<file path="src/rtl/output_port_allocator.sv">
// output_port_allocator
//
// Switch allocator for one output port of the quadtree router. NUM_IN input
// ports compete for the output unit. When LOCAL_PORT=1 the merge (reduction)
// path also competes. Arbitration is round robin. A multi-flit packet locks
// the port until its tail. No grant is issued unless the output unit reports
// a downstream credit.
//
// Optional feature (macro OUT_ALLOC_MERGE_FAIR_EN):
//   When the macro is defined, a merge-burst counter lets the merge path win
//   at most MERGE_BURST IDLE arbitrations in a row while an eligible head
//   flit is waiting. After that, the round-robin winner gets one turn.
//   When the macro is undefined, merge always wins IDLE arbitration.
//
// Ports:
//   clk, rst      clock; synchronous active-high reset
//   req           input i has a flit for this output
//   req_head      flit on input i is a head flit
//   req_tail      flit on input i is a tail flit (head&tail = single flit)
//   merge_req     merge path has a word ready (ignored if LOCAL_PORT=0)
//   credit_avail  downstream credit > 0
//   credit_decre  consume one credit this cycle (combinational)
//   grant         one-hot SA grant, pops the input buffer (combinational)
//   merge_grant   merge path granted (combinational)
//   st_sel        registered one-hot crossbar select (ST stage)
//   out_unit_en   registered output unit update enable
//   merge_en      registered output unit merge enable
//   locked        registered; 1 while a multi-flit packet owns the port
//
// Handshake: a requester holds req (with head/tail qualifiers) until it
// sees its grant bit in the same cycle. A grant means the flit is consumed
// at this clock edge. It drives ST one cycle later through st_sel and
// out_unit_en (or merge_en).

module output_port_allocator #(
  parameter int NUM_IN      = 5,
  parameter int IDX_WIDTH   = 3,
  parameter int LOCAL_PORT  = 0,
  parameter int MERGE_BURST = 4
) (
  input  logic              clk,
  input  logic              rst,
  input  logic [NUM_IN-1:0] req,
  input  logic [NUM_IN-1:0] req_head,
  input  logic [NUM_IN-1:0] req_tail,
  input  logic              merge_req,
  input  logic              credit_avail,
  output logic              credit_decre,
  output logic [NUM_IN-1:0] grant,
  output logic              merge_grant,
  output logic [NUM_IN-1:0] st_sel,
  output logic              out_unit_en,
  output logic              merge_en,
  output logic              locked
);

  typedef enum logic {
    IDLE   = 1'b0,
    LOCKED = 1'b1
  } state_t;

  state_t               state, state_n;
  logic [IDX_WIDTH-1:0] owner, owner_n;
  logic [IDX_WIDTH-1:0] rr_ptr, rr_ptr_n;

  logic [NUM_IN-1:0]    elig;
  logic [NUM_IN-1:0]    win_oh;
  logic [NUM_IN-1:0]    owner_oh;
  logic                 any_elig;
  logic                 found;
  logic                 merge_cand;
  logic                 merge_win;
  logic                 own_req;
  logic                 own_tail;
  logic [IDX_WIDTH-1:0] win_next;

  logic [NUM_IN-1:0]    grant_c;
  logic                 merge_grant_c;

`ifdef OUT_ALLOC_MERGE_FAIR_EN
  localparam int BW = (MERGE_BURST < 1) ? 1 : $clog2(MERGE_BURST + 1);
  logic [BW-1:0] burst_cnt, burst_cnt_n;
  logic          burst_full;
`endif

  // Round-robin search. Pass 1 covers inputs at or above rr_ptr. Pass 2
  // wraps to the inputs below it. The first eligible input found wins.
  // win_next is the pointer value that follows the winner.
  always_comb begin
    elig     = req & req_head;
    any_elig = |elig;
    win_oh   = '0;
    win_next = '0;
    found    = 1'b0;
    for (int i = 0; i < NUM_IN; i++) begin
      if (!found && elig[i] && (IDX_WIDTH'(i) >= rr_ptr)) begin
        found     = 1'b1;
        win_oh[i] = 1'b1;
        win_next  = (i == NUM_IN - 1) ? '0 : IDX_WIDTH'(i + 1);
      end
    end
    for (int i = 0; i < NUM_IN; i++) begin
      if (!found && elig[i] && (IDX_WIDTH'(i) < rr_ptr)) begin
        found     = 1'b1;
        win_oh[i] = 1'b1;
        win_next  = (i == NUM_IN - 1) ? '0 : IDX_WIDTH'(i + 1);
      end
    end
  end

  // Decode the owner index. An owner index out of range selects nothing.
  always_comb begin
    owner_oh = '0;
    own_req  = 1'b0;
    own_tail = 1'b0;
    for (int i = 0; i < NUM_IN; i++) begin
      if (owner == IDX_WIDTH'(i)) begin
        owner_oh[i] = 1'b1;
        own_req     = req[i];
        own_tail    = req_tail[i];
      end
    end
  end

  assign merge_cand = (LOCAL_PORT != 0) && merge_req;

`ifdef OUT_ALLOC_MERGE_FAIR_EN
  assign burst_full = (burst_cnt == BW'(MERGE_BURST));
  // A full burst yields one turn, but only if a head flit is actually waiting.
  assign merge_win  = merge_cand && !(burst_full && any_elig);
`else
  assign merge_win  = merge_cand;
`endif

  // Next-state and grant logic. Reset forces every combinational grant to 0.
  always_comb begin
    state_n       = state;
    owner_n       = owner;
    rr_ptr_n      = rr_ptr;
    grant_c       = '0;
    merge_grant_c = 1'b0;
    if (!rst) begin
      unique case (state)
        IDLE: begin
          if (credit_avail) begin
            if (merge_win) begin
              merge_grant_c = 1'b1;
            end else if (any_elig) begin
              grant_c  = win_oh;
              rr_ptr_n = win_next;
              // Only a head without a tail opens a packet. A single-flit
              // packet leaves the port free.
              if (|(win_oh & ~req_tail)) begin
                state_n = LOCKED;
                for (int i = 0; i < NUM_IN; i++) begin
                  if (win_oh[i]) owner_n = IDX_WIDTH'(i);
                end
              end
            end
          end
        end
        LOCKED: begin
          if (own_req && credit_avail) begin
            grant_c = owner_oh;
            if (own_tail) state_n = IDLE;
          end
        end
        default: state_n = IDLE;
      endcase
    end
  end

`ifdef OUT_ALLOC_MERGE_FAIR_EN
  // The counter saturates at MERGE_BURST. Any switch grant clears it,
  // including a grant that wins because the burst was full.
  always_comb begin
    burst_cnt_n = burst_cnt;
    if (merge_grant_c) begin
      if (!burst_full) burst_cnt_n = burst_cnt + BW'(1);
    end else if (|grant_c) begin
      burst_cnt_n = '0;
    end
  end

  always_ff @(posedge clk) begin
    if (rst) burst_cnt <= '0;
    else     burst_cnt <= burst_cnt_n;
  end
`endif

  always_ff @(posedge clk) begin
    if (rst) begin
      state       <= IDLE;
      owner       <= '0;
      rr_ptr      <= '0;
      st_sel      <= '0;
      out_unit_en <= 1'b0;
      merge_en    <= 1'b0;
    end else begin
      state       <= state_n;
      owner       <= owner_n;
      rr_ptr      <= rr_ptr_n;
      st_sel      <= grant_c;
      out_unit_en <= |grant_c;
      merge_en    <= merge_grant_c;
    end
  end

  assign grant        = grant_c;
  assign merge_grant  = merge_grant_c;
  assign credit_decre = (|grant_c) | merge_grant_c;
  assign locked       = (state == LOCKED);

endmodule

</file>
<file path="config.mk">
export PLATFORM = sky130hd
export DESIGN_NAME = output_port_allocator
export DESIGN_NICKNAME = d
export VERILOG_FILES = /design/src/rtl/output_port_allocator.sv
export SDC_FILE = /design/constraint.sdc
export NUM_CORES = 1
export LEC_CHECK = 0
export BUFFER_PORTS_ARGS = -buffer_cell sky130_fd_sc_hd__buf_2
export CAP_MARGIN = 20
export CORE_MARGIN = 4
export CORE_UTILIZATION = 54
export CTS_CLUSTER_SIZE = 14
export DETAILED_ROUTE_END_ITERATION = 12
export GPL_ROUTABILITY_DRIVEN = 0
export GPL_TIMING_DRIVEN = 0
export PLACE_DENSITY = 0.95
export SLEW_MARGIN = 20
export SYNTH_ARGS = -nofsm -noshare
export SYNTH_HDL_FRONTEND = slang
export SYNTH_SLANG_ARGS = --single-unit
</file>
<file path="constraint.sdc">
create_clock -name clk -period 6.05 [get_ports clk]
set_input_delay 0.9075 -clock clk [delete_from_list [all_inputs] [get_ports clk]]
set_output_delay 0.9075 -clock clk [all_outputs]
set_load 0.05 [all_outputs]
</file>
==> impl_results.md <==
- Inserted Clock Buffers: 3
- DRT antenna net count: 0
- Worst-case clock buffer depth: 2
- Synth unique cells: 48
- HPWL Detailed: 2370 µm
- CP max stage delay: 0.67 ns
- Avg Cell Area, Syn: 8.594 µm²
- Clock Latency Late Sink: 0.27 ns
- Row cnt: 15
- Top-area cell type share of the netlist area: 24.82%
- Input/output buffers: 30
- Synth Instances: approximately 120
- Largest area contributor in the netlist: dfxtp_1
- P_leak: 0.5094 nW
- Sequential area share after synthesis: 24.82%
- Hold Crit Class: flop to flop
- CTS H-tree lvls: 1
- First-pass GRT wire length: between 5000 and 6000 µm
- Clock transition at the registers of the reported paths: roughly 0.080 ns
- CP Max Fanout: 10
- Final setup vio count: 0
- HP Start: owner[2]
- Fmax achieved: 264.3 MHz
- Via Count: 1215
- Slowest stage cell on the critical path: a311oi_2
- Drt via density: 6.676
- CTS root buf: clkbuf_4
- Fin. Hold Viols: 0
- Final wirelength: 3034 µm
- CP Class: input port to output pin
- Final period utilization: 62.53%
- Wire per inst: 16.67 µm
- Status: finished clean
- CP startpoint kind: input port
- Share of post-route cells with drive strength above 1: 31.21%
- FFs w/ async S/R, synth: 0%
- Setup TNS: 0 ns
- Initial antenna violation count: 0
- Gr ovfl total: 0
- Yosys reg bits: 13
- Worst-Margin Slew: 0.7133 ns
- Most used cell, CP: buf_2
- Clock sinks: 13
- Synthesis Warnings: 0
- Die Height: approximately 52 µm
- Vias in the first global route: 1231
- Crit. End Element: output pin
- Worst path required time: 5.14 ns
- Dominant cells by area after synthesis: dfxtp_1 25%, o32ai_2 6.2%, o32ai_1 4.2%
- Largest net degree at the start of global routing: 11
- Fin Hold WS: about 0.54 ns
- CTS tree: done
- GRT Total Usage: 25.01%
- FF-to-FF Start: rr_ptr[1]
- Predominant post-synthesis flop cell: dfxtp_1
- Max_slew headroom: 52.45%
- Number of flops mapped to enable cells by yosys: 0
- Die area: 2711 µm²
- Final Max Slew Viols: 0
- Drt pass-1 iters: 5
- Ordered list of cells on the worst path: buf_2 > nand2_1 > a311oi_2 > nand2b_1 > clkbuf_2 > o32ai_2 > nor4_1 > o21ai_0 > buf_2
- Post-CTS Hold Buffers: 0
- RSZ-0062 raised after global routing: false
- Initial Util: around three fifths
- Clk_skew: 0.003370 ns
- Worst setup path startpoint: req[0]
- Finished Core Util: 70.67%
- Area Growth Syn to Fin: 20.17%
- Final net count: between 150 and 200
- Max VDD drop: 95.84 µV
- IO Count: 34
- Postcts setup bufs: 0
- Starting DRT DRC Count: 74
- DR DRC count: 0
- Worst path arrival time: 2.88 ns
- Mapped Area: 1049 µm²
- Antenna Cells: 0
- CORE AREA: 1783 µm²
- Power per cell area: 205.9 nW/µm²
- Die Span X: 52.07 µm
- Post-cts resize count: 0
- Final min period: 3.783 ns
- Max_cap viols: 0
through the flow:
step / worst slack [ns] / power, mW / instance area (µm²) / instances
2_1_floorplan: 1.971 / 0.1766 / 1052 / 123
3_3_place_gp: 2.297 / 0.2014 / 1234 / 178
3_5_place_dp: 2.291 / 0.2057 / 1234 / 178
4_1_cts: 2.281 / 0.2564 / 1260 / 182
5_1_grt: 2.024 / 0.2736 / 1260 / 182
6_report: 2.267 / 0.2594 / 1260 / 182
per-layer routing:
metal  GRT usage (%)  wire (µm)
met3           5.444        312
met2           44.14       1528
met4           10.04         44
met1           28.82       1148
met5               0          0
worst max-delay path: cells and delay by family:
kind / cells / cell delay, ns
compound gates: 3 / 0.90
buf+inv: 3 / 0.63
simple gates: 3 / 0.44
cells in the final DEF (no fill, tap or decap), types with 3 or more instances in the layout:
| cell type | instances |
|---|---|
| a21oi_1 | 5 |
| a31oi_1 | 5 |
| buf_2 | 33 |
| clkbuf_4 | 3 |
| dfxtp_1 | 13 |
| inv_1 | 4 |
| nand2_1 | 8 |
| nand2b_1 | 3 |
| nand3_1 | 6 |
| nand3b_1 | 5 |
| nor2_1 | 9 |
| nor3_1 | 5 |
| o21ai_0 | 5 |
| o32ai_1 | 5 |
| o32ai_2 | 4 |
where the power goes:
| group | leakage, nW | internal (mW) | switching [mW] |
|---|---|---|---|
| clock | 0.0150 | 0.0256 | 0.0278 |
| sequential | 0.106 | 0.0917 | 0.00619 |
| combinational | 0.388 | 0.0371 | 0.0711 |
cell usage after synthesis, types with 2 or more instances:
library cell,instances
a211o_1,2
a311oi_1,2
buf_4,2
nor2_1,9
buf_2,3
nand3b_1,5
inv_1,4
buf_6,2
o32ai_1,5
nand3_1,6
nand4_1,2
mux2i_1,2
nor3_1,5
a21oi_1,5
a22oi_1,2
dfxtp_1,13
nand2_1,8
nand2b_1,3
a31oi_1,5
o32ai_2,4
a211oi_1,2
o21ai_0,5
cell type report:
type / instances / area (µm²)
Fill cell: 129 / 523.0
Timing Repair Buffer: 30 / 150.1
Tap cell: 25 / 31.28
Inverter: 4 / 15.01
Sequential cell: 13 / 260.3
Buffer: 9 / 61.31
Clock buffer: 4 / 26.28
Multi-Input combinational cell: 97 / 715.7
cell families (layout without fill, tap and decap cells):
family | Yosys count | count (layout) | synth area share [%]
multiplexers | 4 | 4 | 6.564
flip-flops | 13 | 13 | 24.82
buffers and inverters | 13 | 47 | 7.277
other | 1 | 2 | 0.3577
AND/OR/NAND/NOR | 45 | 45 | 23.27
AO/OA/AOI/OAI | 46 | 46 | 37.71
sequential cells by signal, indices dropped and copies added, names as in the netlist:
name / cells
st_sel: 5
owner: 3
rr_ptr: 3
locked: 1
out_unit_en: 1
path summary, 6_finish.rpt:
path / endpoint / depth (start not counted) / slack, ns
worst max-delay path: credit_decre / 9 / 2.27
worst min-delay path: owner[2] / 2 / 0.54
worst max register to register: out_unit_en / 7 / 3.86
worst min register to register: owner[2] / 2 / 0.54
(Power assumes the default switching activity.)
